**src/rtl/lsu_split_if.sv**
```systemverilog
// rtl/lsu_split_if.sv - Data-side bus beat interface between lsu_split and the bus master.
interface lsu_split_if #(
  parameter int DATA_W = 32,
  parameter int ADDR_W = 32
);
  localparam int BYTES = DATA_W / 8;

  logic              io_reqValid;
  logic              io_respValid;
  logic              io_respErr;
  logic [ADDR_W-1:0] io_addr;
  logic [DATA_W-1:0] io_wdata;
  logic [DATA_W-1:0] io_rdata;
  logic [1:0]        io_size;
  logic              io_wen;
  logic [BYTES-1:0]  io_wmask;

  modport master (
    output io_reqValid, io_addr, io_wdata, io_size, io_wen, io_wmask,
    input  io_respValid, io_respErr, io_rdata
  );

  modport slave (
    input  io_reqValid, io_addr, io_wdata, io_size, io_wen, io_wmask,
    output io_respValid, io_respErr, io_rdata
  );
endinterface

```
**src/rtl/lsu_split.sv**
```systemverilog
// rtl/lsu_split.sv - Load/store unit that latches requests and splits bus-word-crossing accesses into two beats.
// Optional LSU_MISALIGN_TRAP_EN: crossing accesses are rejected with an error instead of being split.
module lsu_split #(
  parameter int DATA_W = 32,
  parameter int ADDR_W = 32
) (
  input  logic              clock,
  input  logic              reset,
  input  logic              reqValid,
  output logic              reqReady,
  input  logic              is_write,
  input  logic [ADDR_W-1:0] addr,
  input  logic [DATA_W-1:0] wdata,
  input  logic [1:0]        data_size,
  input  logic              is_mem_sign,
  output logic              respValid,
  output logic              respErr,
  output logic [DATA_W-1:0] rdata,
  lsu_split_if.master       bus
);
  localparam int BYTES  = DATA_W / 8;
  localparam int OFF    = $clog2(BYTES);
  localparam bit NARROW = (DATA_W == 32);

  typedef enum logic [1:0] {IDLE, BEAT1, BEAT2, RESP} state_e;

  state_e              state_q, state_d;
  logic                wr_q, sign_q, cross_q;
  logic                err_q, err_d;
  logic [ADDR_W-1:0]   addr_q;
  logic [DATA_W-1:0]   wdata_q;
  logic [1:0]          size_q;
  logic [DATA_W-1:0]   beat_q, beat_d;
  logic [DATA_W-1:0]   rdata_q, rdata_d;

  logic                accept;
  logic [OFF-1:0]      in_off;
  logic [3:0]          in_n;
  logic                in_cross, in_illegal;

  logic [OFF-1:0]      off_q;
  logic [ADDR_W-1:0]   addr_al;
  logic [15:0]         base16;
  logic [2*BYTES-1:0]  mask_full;
  logic [2*DATA_W-1:0] wdbl;
  logic [DATA_W-1:0]   wrot;
  logic [DATA_W-1:0]   asm_hi, asm_lo;
  logic [2*DATA_W-1:0] asm_sh;
  logic [DATA_W-1:0]   aligned, load_ext;
  logic                ext_msb;
  int                  nbits;

  assign accept     = (state_q == IDLE) && reqValid;
  assign in_off     = addr[OFF-1:0];
  assign in_n       = 4'd1 << data_size;
  assign in_cross   = (int'(in_off) + int'(in_n)) > BYTES;
  assign in_illegal = NARROW && (data_size == 2'd3);

  assign off_q   = addr_q[OFF-1:0];
  assign addr_al = {addr_q[ADDR_W-1:OFF], {OFF{1'b0}}};

  // Byte-lane mask and rotated store data span two bus words; each beat takes its half.
  always_comb begin
    base16 = 16'h0000;
    case (size_q)
      2'd0:    base16 = 16'h0001;
      2'd1:    base16 = 16'h0003;
      2'd2:    base16 = 16'h000F;
      default: base16 = 16'h00FF;
    endcase
  end

  assign mask_full = base16[2*BYTES-1:0] << off_q;
  assign wdbl      = {wdata_q, wdata_q} << {off_q, 3'b000};
  assign wrot      = wdbl[2*DATA_W-1:DATA_W];

  // Beat 1 data sits in beat_q while beat 2 is on io_rdata; single beats use io_rdata alone.
  assign asm_hi  = (state_q == BEAT2) ? bus.io_rdata : '0;
  assign asm_lo  = (state_q == BEAT2) ? beat_q : bus.io_rdata;
  assign asm_sh  = {asm_hi, asm_lo} >> {off_q, 3'b000};
  assign aligned = asm_sh[DATA_W-1:0];

  always_comb begin
    nbits   = 8 << size_q;
    ext_msb = 1'b0;
    case (size_q)
      2'd0:    ext_msb = aligned[7];
      2'd1:    ext_msb = aligned[15];
      2'd2:    ext_msb = aligned[31];
      default: ext_msb = aligned[DATA_W-1];
    endcase
    load_ext = '0;
    for (int i = 0; i < DATA_W; i++) begin
      load_ext[i] = (i < nbits) ? aligned[i] : (sign_q & ext_msb);
    end
  end

  always_comb begin
    state_d = state_q;
    err_d   = err_q;
    rdata_d = rdata_q;
    beat_d  = beat_q;
    case (state_q)
      IDLE: begin
        if (reqValid) begin
          err_d   = 1'b0;
          state_d = BEAT1;
          if (in_illegal) begin
            err_d   = 1'b1;
            rdata_d = '0;
            state_d = RESP;
          end
`ifdef LSU_MISALIGN_TRAP_EN
          else if (in_cross) begin
            err_d   = 1'b1;
            rdata_d = '0;
            state_d = RESP;
          end
`endif
        end
      end
      BEAT1: begin
        if (bus.io_respValid) begin
          if (bus.io_respErr) begin
            err_d   = 1'b1;
            rdata_d = '0;
            state_d = RESP;
          end else if (cross_q) begin
            beat_d  = bus.io_rdata;
            state_d = BEAT2;
          end else begin
            err_d   = 1'b0;
            rdata_d = wr_q ? '0 : load_ext;
            state_d = RESP;
          end
        end
      end
      BEAT2: begin
        if (bus.io_respValid) begin
          err_d   = bus.io_respErr;
          rdata_d = (wr_q || bus.io_respErr) ? '0 : load_ext;
          state_d = RESP;
        end
      end
      default: state_d = IDLE;
    endcase
  end

  always_ff @(posedge clock) begin
    if (reset) begin
      state_q <= IDLE;
      wr_q    <= 1'b0;
      sign_q  <= 1'b0;
      cross_q <= 1'b0;
      err_q   <= 1'b0;
      addr_q  <= '0;
      wdata_q <= '0;
      size_q  <= 2'd0;
      beat_q  <= '0;
      rdata_q <= '0;
    end else begin
      state_q <= state_d;
      err_q   <= err_d;
      rdata_q <= rdata_d;
      beat_q  <= beat_d;
      if (accept) begin
        wr_q    <= is_write;
        sign_q  <= is_mem_sign;
        cross_q <= in_cross;
        addr_q  <= addr;
        wdata_q <= wdata;
        size_q  <= data_size;
      end
    end
  end

  assign reqReady  = (state_q == IDLE);
  assign respValid = (state_q == RESP);
  assign respErr   = (state_q == RESP) && err_q;
  assign rdata     = rdata_q;

  always_comb begin
    bus.io_reqValid = (state_q == BEAT1) || (state_q == BEAT2);
    bus.io_wen      = wr_q && bus.io_reqValid;
    bus.io_wdata    = wrot;
    bus.io_wmask    = '0;
    bus.io_addr     = cross_q ? addr_al : addr_q;
    bus.io_size     = cross_q ? 2'(OFF) : size_q;
    if (state_q == BEAT1) begin
      bus.io_wmask = mask_full[BYTES-1:0];
    end else if (state_q == BEAT2) begin
      bus.io_wmask = mask_full[2*BYTES-1:BYTES];
      bus.io_addr  = addr_al + ADDR_W'(BYTES);
      bus.io_size  = 2'(OFF);
    end
  end
endmodule
```
**src/flat_wrapper.sv**
```systemverilog
// flat-port wrapper written by rule: the top's interface ports become plain ports
module lsu_split_flat 
#(
  parameter int DATA_W = 32,
  parameter int ADDR_W = 32
)
  (clock, reset, reqValid, reqReady, is_write, addr, wdata, data_size, is_mem_sign, respValid, respErr, rdata, bus_io_reqValid, bus_io_addr, bus_io_wdata, bus_io_size, bus_io_wen, bus_io_wmask, bus_io_respValid, bus_io_respErr, bus_io_rdata);
  lsu_split_if #(.DATA_W(DATA_W), .ADDR_W(ADDR_W)) bus_i ();
  input  logic clock;
  input  logic reset;
  input  logic reqValid;
  output logic reqReady;
  input  logic is_write;
  input  logic [ADDR_W-1:0] addr;
  input  logic [DATA_W-1:0] wdata;
  input  logic [1:0] data_size;
  input  logic is_mem_sign;
  output logic respValid;
  output logic respErr;
  output logic [DATA_W-1:0] rdata;
  output wire logic [$bits(bus_i.io_reqValid)-1:0] bus_io_reqValid;
  output wire logic [$bits(bus_i.io_addr)-1:0] bus_io_addr;
  output wire logic [$bits(bus_i.io_wdata)-1:0] bus_io_wdata;
  output wire logic [$bits(bus_i.io_size)-1:0] bus_io_size;
  output wire logic [$bits(bus_i.io_wen)-1:0] bus_io_wen;
  output wire logic [$bits(bus_i.io_wmask)-1:0] bus_io_wmask;
  input wire logic [$bits(bus_i.io_respValid)-1:0] bus_io_respValid;
  input wire logic [$bits(bus_i.io_respErr)-1:0] bus_io_respErr;
  input wire logic [$bits(bus_i.io_rdata)-1:0] bus_io_rdata;
  assign bus_io_reqValid = bus_i.io_reqValid;
  assign bus_io_addr = bus_i.io_addr;
  assign bus_io_wdata = bus_i.io_wdata;
  assign bus_io_size = bus_i.io_size;
  assign bus_io_wen = bus_i.io_wen;
  assign bus_io_wmask = bus_i.io_wmask;
  assign bus_i.io_respValid = bus_io_respValid;
  assign bus_i.io_respErr = bus_io_respErr;
  assign bus_i.io_rdata = bus_io_rdata;
  lsu_split #(.DATA_W(DATA_W), .ADDR_W(ADDR_W)) u_core (.clock(clock), .reset(reset), .reqValid(reqValid), .reqReady(reqReady), .is_write(is_write), .addr(addr), .wdata(wdata), .data_size(data_size), .is_mem_sign(is_mem_sign), .respValid(respValid), .respErr(respErr), .rdata(rdata), .bus(bus_i));
endmodule
```
**config.mk**
```make
export PLATFORM = sky130hd
export DESIGN_NAME = lsu_split_flat
export DESIGN_NICKNAME = d
export VERILOG_FILES = /design/src/rtl/lsu_split_if.sv /design/src/rtl/lsu_split.sv /design/src/flat_wrapper.sv
export SDC_FILE = /design/constraint.sdc
export NUM_CORES = 1
export LEC_CHECK = 0
export ABC_AREA = 0
export CORE_MARGIN = 5
export CORE_UTILIZATION = 25
export CTS_CLUSTER_DIAMETER = 50
export DETAILED_ROUTE_END_ITERATION = 12
export HOLD_SLACK_MARGIN = 0.08
export PLACE_DENSITY = 0.49
export SETUP_SLACK_MARGIN = 0.02
export SKIP_CTS_REPAIR_TIMING = 1
export SYNTH_ARGS = -nofsm -noshare
export SYNTH_HDL_FRONTEND = slang
export SYNTH_SLANG_ARGS = --single-unit
```
**constraint.sdc**
```tcl
create_clock -name clock -period 3.4 [get_ports clock]
set_input_delay 0.34 -clock clock [delete_from_list [all_inputs] [get_ports clock]]
set_output_delay 0.34 -clock clock [all_outputs]
set_load 0.02 [all_outputs]
```
==> impl_metrics.yaml <==
outcome:
  status: "finished, final reports clean"
min_path:
  hp-class: "in -> reg"
  worstHoldStart: "reset"
clock_tree:
  cts_max_level: 4
  clk_pin_slew_ns: 0.07
  cts_root_buf: "clkbuf_16"
  clk_path_buf_depth: 2
  clk_latency_ns: 0.43
  cts.sinks: 136
  cts_made_buffers: 17
  cts_tree: "done"
final_layout:
  diodes: 0
  fin_nets: 1210
  drive_gt1_share_pct: 11.6
  stdcell_area_mm2: 0.0108
  layout_commonest_cell: "nand2_1"
  layout_common_cells: "nand2_1 (245), clkdlybuf4s50_1 (210), dfxtp_1 (134), a21oi_1 (118), mux4_2 (40)"
  fillCellCount: 3139
  area_delta_synth_final_pct: 39.7
die:
  ioPinCount: 212
  initial_core_util_pct: 25.3
  core-area_mm2: 0.0305
  num_rows: 64
  dieArea_mm2: 0.0344
  die_h_um: 186
  die_x_um: 186
run:
  cap_violations: 0
synthesis:
  synth_cells: 923
  synth_warnings: 0
  synth_area_mm2: 0.00771
  async_flop_share_pct: 0
  synth_ff_type: "dfxtp_1"
  syn_avg_cell_area_um2: 8.35
  synth_edf_count: 0
  ys_seq_area_share_pct: 35.3
  synth.distinct_cells: 51
  synth_nets: 1037
  synth-seq-cells: 136
global_route:
  grt_overflow_total: 0
  track_usage_pct: 15.7
  grtUsageMet1_pct: 19.7
  grt_pass1_wl_mm: 42.3
  grt_pass1_vias: 7270
  grt_max_degree: 73
  antenna_found_initial: 2
  grt.met2_usage_pct: 25.3
  grt_util_met3_pct: 6.43
  busiest_layer: "met2"
power_and_ir_drop:
  powerDensity_mw_per_mm2: 617
  peakVddDrop_v: 0.000328
  p_leak_nw: 3.72
routing:
  drc: 0
  wl_per_cell_um: 18.6
  drt-pass1-iter-count: 5
  ant_nets: 0
  routed_wl_mm: 27.9
  vias: 7453
  drtIter0Drc: 460
  viasPerCell: 4.95
place:
  pre_cts_ws_ns: 0.472
  dp_hpwl_mm: 20.0
  place.gp.congestion: 0.831
  portBuffers: 211
  dpl_cell_area_mm2: 0.0102
setup_path:
  crit_arrival_ns: 2.83
  crit_start: "u_core.state_q[1]$_SDFFE_PP0P_"
  critical_path_required_ns: 3.06
  crit_type: "reg -> out"
  timing.rr.start: "u_core.state_q[0]$_SDFFE_PP0P_"
  worstPathMaxFanout: 5
  end_kind: "output port"
  cp-start-kind: "register"
sta:
  period_needed_ns: 3.17
  worstMarginPinSlew_ns: 0.832
  rsz0062_at_grt: "no"
  period_share_pct: 93.4
  fin_ws_ns: 0.226
  slew_viol_final: 0
  hold_viol_final: 0
  slew_headroom_pct: 44.4
  fmax_mhz: 315
  skew_ns: 0.0151
  setup_viol: 0
-- critical path, stage by stage (launching register included) --
cell and delay, ns:
dfxtp_1 0.39, inv_1 0.08, ha_1 0.19, and4b_1 0.31, nand4_1 0.24, nor3_2 0.29, nand3_1 0.13, xnor2_1 0.16
clkdlybuf4s50_1 0.62
-- flip-flops by register name (all words and copies together) (netlist names) --
name            cells
u_core.addr_q      32
u_core.beat_q      32
u_core.cross_q      1
u_core.err_q        1
u_core.rdata       32
u_core.sign_q       1
u_core.size_q       2
u_core.state_q      2
u_core.wdata_q     32
u_core.wr_q         1
-- Yosys cell counts (9+ instances only) --
master	count	area [um2]
clkbuf_1	58	218
dfxtp_1	136	2720
o21ai_0	24	120
buf_2	9	45.0
a21oi_1	118	591
a22oi_1	9	67.6
mux4_2	40	901
and2_1	13	81.3
xnor2_1	21	184
nand4_1	9	56.3
inv_1	13	48.8
and3_1	9	56.3
nand3_1	24	120
a22o_1	17	149
mux2_2	23	259
o211ai_1	11	82.6
mux2i_1	13	130
nor2_1	34	128
a32o_1	9	90.1
nand2_1	246	923
-- worst paths after layout --
path / end / slack, ns / cells past startpoint
max: bus_io_addr[28] / 0.23 / 8
min: u_core.rdata[2]$_SDFFE_PP0P_ / 0.38 / 2
max reg2reg: u_core.rdata[12]$_SDFFE_PP0P_ / 0.71 / 9
min reg2reg: u_core.beat_q[5]$_SDFFE_PP0P_ / 0.45 / 2
-- through the flow --
| stage | utilization, % | power, mW | TNS (ns) | std cells | hold WS [ns] |
|---|---|---|---|---|---|
| after floorplan | - | 3.74 | 0 | 923 | 0.433 |
| after global placement | 33.3 | 4.84 | 0 | 1472 | 0.440 |
| after detailed placement | 33.3 | 4.84 | 0 | 1472 | 0.447 |
| after CTS | 35.2 | 6.74 | -0.0174 | 1504 | 0.356 |
| after global routing | 35.3 | 7.03 | 0 | 1505 | 0.377 |
| final | 35.3 | 6.65 | 0 | 1505 | 0.375 |
-- cells by family (layout without fill, tap and decap cells) --
family / after synthesis / in the layout / share of synthesized area [%]
AND/OR/NAND/NOR: 366 / 366 / 20.4
AO/OA/AOI/OAI: 218 / 218 / 17.7
flip-flops: 136 / 136 / 35.3
buffers and inverters: 87 / 273 / 4.58
multiplexers: 78 / 78 / 17.1
XOR/XNOR: 29 / 29 / 3.30
adder cells (fa/ha/maj): 9 / 9 / 1.56
-- cell type report --
type | count | area (um2) | area share, %
well taps | 396 | 495 | 4.60
inverters | 13 | 48.8 | 0.453
repair buffers | 228 | 2260 | 21.0
clock buffers | 18 | 439 | 4.08
multi-input cells | 700 | 4650 | 43.2
flip-flops and latches | 136 | 2730 | 25.4
clock inverters | 14 | 139 | 1.29
-- layer usage --
metal / part of all wire [%] / up-vias
li1: - / 3617
met1: 42 / 3537
met2: 46 / 269
met3: 10 / 26
met4: 1.4 / 4
met5: 0.075 / -
-- report_power, final --
part,switching (mW),total (mW),internal (mW),leakage [nW]
Combinational,1.50,2.73,1.23,2.33
Sequential,0.275,2.05,1.77,1.11
Clock,0.822,1.87,1.05,0.281
Note: power is estimated with default switching activity, not from simulation.
